File: config.mk
export PLATFORM = sky130hd
export DESIGN_NAME = hvac_sequencer
export DESIGN_NICKNAME = d
export VERILOG_FILES = /design/src/rtl/hvac_pkg.sv /design/src/rtl/hvac_dwell_timer.sv /design/src/rtl/hvac_sequencer.sv
export SDC_FILE = /design/constraint.sdc
export NUM_CORES = 1
export LEC_CHECK = 0
export CORE_MARGIN = 2
export CORE_UTILIZATION = 27
export CTS_CLUSTER_SIZE = 28
export DETAILED_ROUTE_END_ITERATION = 16
export SKIP_CTS_REPAIR_TIMING = 1
export SLEW_MARGIN = 20
export SYNTH_ARGS = -nofsm -noshare
export SYNTH_HDL_FRONTEND = slang
export SYNTH_SLANG_ARGS = --single-unit
File: constraint.sdc
create_clock -name clk -period 3.44 [get_ports clk]
set_input_delay 0.688 -clock clk [delete_from_list [all_inputs] [get_ports clk]]
set_output_delay 0.688 -clock clk [all_outputs]
set_load 0.005 [all_outputs]
File: src/rtl/hvac_pkg.sv
// Shared types and widths for the HVAC sequencer.
// The optional fan output is enabled by defining FAN_OVERRUN_EN.
package hvac_pkg;

  localparam int TEMP_W = 5;
  localparam int THR_W  = TEMP_W + 1;
  localparam logic [THR_W-1:0] TEMP_MAX = THR_W'((1 << TEMP_W) - 1);

  typedef enum logic [1:0] {
    IDLE = 2'd0,
    HEAT = 2'd1,
    COOL = 2'd2,
    REST = 2'd3
  } hvac_state_e;

endpackage

File: src/rtl/hvac_dwell_timer.sv
// Saturating dwell counter with synchronous clear and a ">= limit" flag.
module hvac_dwell_timer #(
  parameter int W = 5
) (
  input  logic         clk,
  input  logic         rst,
  input  logic         i_clear,
  input  logic         i_en,
  input  logic [W-1:0] i_limit,
  output logic         o_at_least
);

  logic [W-1:0] r_cnt;

  // Counter holds at all-ones so a long phase never wraps back below the limit.
  always_ff @(posedge clk) begin
    if (rst) begin
      r_cnt <= {W{1'b0}};
    end else if (i_clear) begin
      r_cnt <= {W{1'b0}};
    end else if (i_en && (r_cnt != {W{1'b1}})) begin
      r_cnt <= r_cnt + {{(W-1){1'b0}}, 1'b1};
    end else begin
      r_cnt <= r_cnt;
    end
  end

  assign o_at_least = (r_cnt >= i_limit);

endmodule

File: src/rtl/hvac_sequencer.sv
// Thermostat sequencer: hysteresis thresholds, minimum-on and fixed rest phases.
// Defining FAN_OVERRUN_EN adds a fan output held through active and rest phases.
module hvac_sequencer
  import hvac_pkg::*;
#(
  parameter int HYST           = 2,
  parameter int MIN_ON_CYCLES  = 16,
  parameter int MIN_OFF_CYCLES = 8
) (
  input  logic              clk,
  input  logic              rst,
  input  logic              enable,
  input  logic [TEMP_W-1:0] temperature,
  input  logic [TEMP_W-1:0] setpoint,
  output logic              heating,
  output logic              cooling,
`ifdef FAN_OVERRUN_EN
  output logic              fan,
`endif
  output logic [1:0]        state
);

  localparam int CNT_MAX = (MIN_ON_CYCLES > MIN_OFF_CYCLES) ? MIN_ON_CYCLES : MIN_OFF_CYCLES;
  localparam int CNT_W   = $clog2(CNT_MAX + 1);
  localparam logic [CNT_W-1:0] ON_LIM  = CNT_W'(MIN_ON_CYCLES - 1);
  localparam logic [CNT_W-1:0] OFF_LIM = CNT_W'(MIN_OFF_CYCLES - 1);

  hvac_state_e      r_state;
  hvac_state_e      w_next_state;
  logic             r_heating;
  logic             r_cooling;
  logic [THR_W-1:0] w_temp;
  logic [THR_W-1:0] w_sp;
  logic [THR_W-1:0] w_hyst;
  logic [THR_W-1:0] w_lo;
  logic [THR_W-1:0] w_hi_raw;
  logic [THR_W-1:0] w_hi;
  logic [CNT_W-1:0] w_limit;
  logic             w_clear;
  logic             w_dwell_done;

  // Thresholds are computed one bit wider so the clamps see true under/overflow.
  assign w_temp   = {1'b0, temperature};
  assign w_sp     = {1'b0, setpoint};
  assign w_hyst   = THR_W'(HYST);
  assign w_lo     = (w_sp >= w_hyst) ? (w_sp - w_hyst) : {THR_W{1'b0}};
  assign w_hi_raw = w_sp + w_hyst;
  assign w_hi     = (w_hi_raw > TEMP_MAX) ? TEMP_MAX : w_hi_raw;

  assign w_limit = (r_state == REST) ? OFF_LIM : ON_LIM;
  assign w_clear = (w_next_state != r_state);

  hvac_dwell_timer #(
    .W (CNT_W)
  ) u_dwell (
    .clk        (clk),
    .rst        (rst),
    .i_clear    (w_clear),
    .i_en       (1'b1),
    .i_limit    (w_limit),
    .o_at_least (w_dwell_done)
  );

  // Next-state decision; HEAT and COOL only ever leave through REST.
  always_comb begin
    w_next_state = r_state;
    case (r_state)
      IDLE: begin
        if (enable && (w_temp < w_lo)) begin
          w_next_state = HEAT;
        end else if (enable && (w_temp > w_hi)) begin
          w_next_state = COOL;
        end else begin
          w_next_state = IDLE;
        end
      end
      HEAT: begin
        if (!enable) begin
          w_next_state = REST;
        end else if (w_dwell_done && (w_temp >= w_sp)) begin
          w_next_state = REST;
        end else begin
          w_next_state = HEAT;
        end
      end
      COOL: begin
        if (!enable) begin
          w_next_state = REST;
        end else if (w_dwell_done && (w_temp <= w_sp)) begin
          w_next_state = REST;
        end else begin
          w_next_state = COOL;
        end
      end
      REST: begin
        if (w_dwell_done) begin
          w_next_state = IDLE;
        end else begin
          w_next_state = REST;
        end
      end
      default: begin
        w_next_state = IDLE;
      end
    endcase
  end

  // State and drive registers update together so outputs track state exactly.
  always_ff @(posedge clk) begin
    if (rst) begin
      r_state   <= IDLE;
      r_heating <= 1'b0;
      r_cooling <= 1'b0;
    end else begin
      r_state   <= w_next_state;
      r_heating <= (w_next_state == HEAT);
      r_cooling <= (w_next_state == COOL);
    end
  end

`ifdef FAN_OVERRUN_EN
  logic r_fan;

  // REST is only reachable from an active phase, so any non-IDLE state runs the fan.
  always_ff @(posedge clk) begin
    if (rst) begin
      r_fan <= 1'b0;
    end else begin
      r_fan <= (w_next_state != IDLE);
    end
  end

  assign fan = r_fan;
`endif

  assign heating = r_heating;
  assign cooling = r_cooling;
  assign state   = r_state;

endmodule

; ---- Word-level counts from Yosys, hierarchy flattened
; Index checks and enable logic that the tools add are counted.
[classes]
add_sub_neg = 3
n_mul = 0
n_div = 0
order_cmp = 7
n_eq_ne = 7
n_shift = 0
n_mux = 11
n_bitwise = 0
reduce_logical = 6
[ops]
columns = cell, n
row1 = $mux 6, 2
row2 = $mux 2, 5
row3 = $pmux 2 s4, 1
row4 = $add 5x2->6 const B, 1
row5 = $eq 2x2->1 const B, 3
row6 = $gt 5x6->1, 1
row7 = $gt 6x5->1 const B, 1
row8 = $lt 5x6->1, 1
row9 = $sub 5x2->6 const B, 1
row10 = $add 5x1->5 const B, 1
row11 = $ge 5x2->1 const B, 1
row12 = $ge 5x4->1, 1
row13 = $ge 5x5->1, 1
row14 = $le 5x5->1, 1
row15 = $ne 5x5->1 const B, 1
row16 = $eq 2x1->1 const B, 2
row17 = $logic_and 1x1->1, 4
row18 = $mux 4, 1
row19 = $logic_not 2->1, 1
row20 = $mux 1, 2
row21 = $ne 2x2->1, 1
row22 = $reduce_or 2->1, 1
[totals]
regBits = 9
latchBits = 0
ramBits = 0
rom_bits = 0
inputBits = 13
memories = 0

; ---- Depth between registers and ports, before layout
[depth]
depth_word = 10
depth_mapped = 11

; ---- Cells and area by module
; From an unflattened synthesis, not the netlist that was laid out.
[unflattened]
cells_unflattened = 137
area_unflattened_um2 = 1081.0
[by_module_without_submodules]
columns = mod, n_inst, cells_per_inst, area_each_um2
row1 = hvac_sequencer, 1, 96, 728.2
row2 = hvac_dwell_timer, 1, 41, 352.8

; ---- Least setup slack after synthesis
; Ideal clock, no wire load.
[synth_timing]
kind = input -> register
start = input port setpoint[3]
end = register u_dwell.r_cnt[0]
setup_time_ns = 0.133
t_arrival_ns = 2.638
setup_slack_ns = 0.669
path_stages = 10
path_cell_list = buf_6 or4_4 or2b_1 ha_1 o2111ai_1 a31oi_1 o31ai_1 o21a_1 and3b_4 nor4_1
[synth_via]
elab_chain_len = 10
elab_cells_between_ends = 23
cone_classes = 2 x add/sub / 6 x order compare / 1 x eq/ne / 9 x mux / 5 x reduce/logical
[synth_lines]
columns = element, line_no
row1 = "start, declared", hvac_sequencer.sv:14  ; input logic [TEMP_W-1:0] setpoint,
row2 = $add 5x2->6, hvac_sequencer.sv:47  ; assign w_hi_raw = w_sp + w_hyst;
row3 = $gt 6x5->1, hvac_sequencer.sv:48  ; assign w_hi = (w_hi_raw > TEMP_MAX) ? TEMP_MAX : w_hi_raw;
row4 = $mux 6, hvac_sequencer.sv:48
row5 = $gt 5x6->1, hvac_sequencer.sv:71  ; end else if (enable && (w_temp > w_hi)) begin
row6 = $logic_and 1x1->1, hvac_sequencer.sv:71
row7 = $mux 2, hvac_sequencer.sv:71
row8 = $mux 2, hvac_sequencer.sv:69  ; if (enable && (w_temp < w_lo)) begin
row9 = $pmux 2 s4 (*), hvac_sequencer.sv:67  ; case (r_state)
row10 = $ne 2x2->1 (*), hvac_sequencer.sv:51  ; assign w_clear = (w_next_state != r_state);
row11 = $reduce_or 2->1 (no line) (*), n/a
row12 = "end signal, assigned", hvac_dwell_timer.sv:20  ; r_cnt <= {W{1'b0}};
row13 = "end signal, assigned", hvac_dwell_timer.sv:22  ; r_cnt <= r_cnt + {{(W-1){1'b0}}, 1'b1};
row14 = "end signal, assigned", hvac_dwell_timer.sv:24  ; r_cnt <= r_cnt;
row15 = "end, declared", hvac_dwell_timer.sv:13  ; logic [W-1:0] r_cnt;
; Every way passes the cells marked *; elsewhere a longest branch is shown, timed or not.
; A chain may end at the register's enable or synchronous reset.

; ---- Worst setup path in the final report
[layout_timing]
start = input port setpoint[1]
end = register r_heating, in the netlist heating
[layout_via]
elab_chain_len = 9
elab_cells_between_ends = 22
cone_classes = 2 x add/sub / 6 x order compare / 1 x eq/ne / 9 x mux / 4 x reduce/logical
[layout_lines]
columns = element, line_no
row1 = $add 5x2->6, hvac_sequencer.sv:47
row2 = $gt 6x5->1, hvac_sequencer.sv:48
row3 = $mux 6, hvac_sequencer.sv:48
row4 = $gt 5x6->1, hvac_sequencer.sv:71
row5 = $logic_and 1x1->1, hvac_sequencer.sv:71
row6 = $mux 2, hvac_sequencer.sv:71
row7 = $mux 2, hvac_sequencer.sv:69
row8 = $pmux 2 s4 (*), hvac_sequencer.sv:67
row9 = $eq 2x1->1 (*), hvac_sequencer.sv:116  ; r_heating <= (w_next_state == HEAT);
row10 = "end signal, assigned", hvac_sequencer.sv:116
row11 = "end, declared", hvac_sequencer.sv:30  ; logic r_heating;
; Marked as above.

==> summary.md <==
| Metric | Value |
|---|---|
| Root Driver | clkbuf_4 |
| CTS clock-pin slew for the worst setup and hold paths | 0.06 ns |
| Crit end category | flip-flop |
| Nets@finish | 168 |
| Synth cell types | 39 |
| Hold crit path type | reg2reg |
| Leak Pwr | 0.529 nW |
| GP Congestion | 0.820 |
| Std cell rows | 21 |
| Vias per Instance | roughly 5.1 |
| DR vias | 923 |
| 1st-iter DRT viols | 39 |
| CP required | 3.61 ns |
| Logic pwr share | a little over two fifths |
| Synthesized cell area | 982 um^2 |
| Starting Density | 28.8% |
| Synth Instances | roughly 110 |
| Max VDD drop | approximately 0.18 mV |
| Core area | 0.00342 mm^2 |
| Startpoint types | input pin |
| Port Buffers | 16 |
| Fillers | approximately 380 |
| Pint | 0.000243 W |
| Clk_lat worst skew | about 0.26 ns |
| Max Freq | around 320 MHz |
| Dpl hpwl | ~1900 um |
| Seq/Total Area, Yosys | 18.3% |
| Top-Level Pins | 17 |
| Max-cap violations | 0 |
| Vias in the first global route | 950 |
| Gr usage total | 12.0% |
| Num CTS Buffers | 3 |
| Top cell type's share of synthesized area | about 24% |
| Layout cells sized above 1 | 10.4% |
| Min Tclk post-route | 3.16 ns |
| GR Overflow Total | 0 |
| Die width | between 60 and 70 um |
| Antenna-violating nets left | 0 |
| Avg Synthesized Cell Area | 8.62 um^2 |
| Antenna violations before repair | 0 |
| Die area | 0.00414 mm^2 |
| Largest net degree at the start of global routing | 11 |
| #FFs+latches synth | 9 |
| Top cells by area, synth | ha_1 24%, dfxtp_1 18%, a21oi_1 4.1% |
| CTS tree | yes |
| Power, Total | 0.000372 W |
| ANT cells | 0 |
| Switching portion of total power | 34.8% |
| Worst-margin pin slew | ~0.49 ns |
| Setup-failing EPs final | 0 |
| Vert. Die Dim | 64.3 um |
| CTS H-tree lvls | 1 |
| Clk pwr share | 22.2% |
| First-pass GRT wire length | roughly 4000 um |
| WL final | 2370 um |
| Sw Pwr | 0.000129 W |
| 1st-pass router iterations | 4 |
| Slew HR | 67.1% |
| Longest Clk Path Bufs | 2 |
| Unrepaired setup endpoints after global routing | false |
| CTS sink count | 9 |
| Setup TNS | 0 ns |
| Final Skew | 0.000779 ns |
| Slew Limit Fails | 0 |
| Dominant cell type by area after synthesis | ha_1 |
| Hold_ws | 0.567 ns |
| Final hold vios | 0 |
| Yosys Warn Count | 0 |
| Setup Crit Path Kind | in2reg |
| Run status | complete, no violations |
| Residual DRC | 0 |
| Syn-to-layout area delta | 26.5% |
| Worst path arrival time | 3.33 ns |
| WL/cell | 13.1 um |
| Worst slack at placement | -0.0817 ns |
| Setup ws final | 0.278 ns |
| Flop pwr share | 35.2% |
| Period utilization | 91.9% |
| Pwr dens | roughly 300 mW/mm^2 |
| Synth Net Count | around 150 |
| CP max FO | 6 |
[registers in the layout, indices dropped and copies added, names as in the netlist]
signal / count
heating: 1
u_dwell.r_cnt: 5
state: 2
cooling: 1
[routing by layer]
metal	GRT usage [%]	wire, um
met3	1.58	98
met2	20.6	1080
met1	15.0	1150
met4	5.32	44
met5	0	0
[critical path: stages]
cell and delay, ns:
clkdlybuf4s50_1 0.49, inv_1 0.15, ha_1 0.21, o21ai_0 0.11, mux2_2 0.27, ha_1 0.29, a21oi_1 0.13, nor2b_1 0.07
o31ai_2 0.36, o21a_1 0.20, o211ai_1 0.14, nor4_1 0.21
[path summary, 6_finish.rpt]
kind              slack [ns]  cells past startpoint                           from                       endpoint
setup / recovery        0.28                     12                    setpoint[1]             heating$_SDFF_PP0_
hold / removal          0.57                      2  u_dwell.r_cnt[4]$_SDFFE_PP0P_  u_dwell.r_cnt[4]$_SDFFE_PP0P_
setup reg to reg        1.20                      7            state[1]$_SDFF_PP0_  u_dwell.r_cnt[2]$_SDFFE_PP0P_
hold reg to reg         0.57                      2  u_dwell.r_cnt[4]$_SDFFE_PP0P_  u_dwell.r_cnt[4]$_SDFFE_PP0P_
[kinds of logic (layout without fill, tap and decap cells)]
logic type	Yosys count	after routing	share of synthesized area [%]
muxes	3	3	3.18
xor gates and xnor gates	3	3	2.68
adders and majority gates	19	19	24.2
buffers and inverters	11	32	4.97
DFF	9	9	18.3
and+or+nand+nor	36	36	21.4
AOI/OAI and AO/OA	33	33	25.2
[synth_stat cells, drive strengths merged]
library cell / n
a211oi: 2
a21boi: 2
a21o: 2
a21oi: 8
a31oi: 2
a41oi: 1
and2: 2
and3: 1
and3b: 1
buf: 2
clkbuf: 1
dfxtp: 9
ha: 19
inv: 8
mux2: 1
mux2i: 2
nand2: 4
nand2b: 3
nand3: 4
nand4: 1
nand4b: 1
nor2: 5
nor2b: 3
nor3: 2
nor4: 6
o2111ai: 2
o211a: 1
o211ai: 1
o21a: 2
o21ai: 5
o221ai: 1
o31ai: 3
o32ai: 1
or2: 1
or2b: 1
or4: 1
xnor2: 1
xor2: 2
[cell type report]
type | instances | area [um^2] | area share [%]
clock buffers | 4 | 26.3 | 2.11
repair buffers | 20 | 190 | 15.3
well taps | 46 | 57.6 | 4.63
inverters | 8 | 30.0 | 2.42
multi-input cells | 94 | 758 | 61.0
flip-flops and latches | 9 | 180 | 14.5
[through the flow]
stage	util, %	cells	cell area [um^2]
after floorplan	-	114	982
after global placement	35.5	177	1210
after detailed placement	35.5	177	1210
after CTS	36.2	181	1240
after global routing	36.4	181	1240
final	36.4	181	1240
[power by group through the flow]
stage	Clock, W	Combinational [W]	Sequential (W)
3_5_place_dp	0	0.000156	0.000133
5_1_grt	0.0000920	0.000180	0.000133
4_1_cts	0.0000839	0.000158	0.000131
2_1_floorplan	0	0.000101	0.000128
6_report	0.0000826	0.000159	0.000131
3_3_place_gp	0	0.000153	0.000133
[layout by cell type (no fill, tap or decap), drive strengths merged, types with 2 or more instances in the layout]
cell type / instances
dfxtp: 9
buf: 4
nor2: 5
a21oi: 8
o21ai: 5
a211oi: 2
mux2i: 2
nor3: 2
a21boi: 2
nand2b: 3
a31oi: 2
a21o: 2
clkbuf: 4
nand2: 4
ha: 19
nor4: 6
inv: 8
nor2b: 3
clkdlybuf4s50: 16
o31ai: 3
nand3: 4
and2: 2
o2111ai: 2
xor2: 2
o21a: 2
No activity file was read; power rests on OpenSTA's default activity.
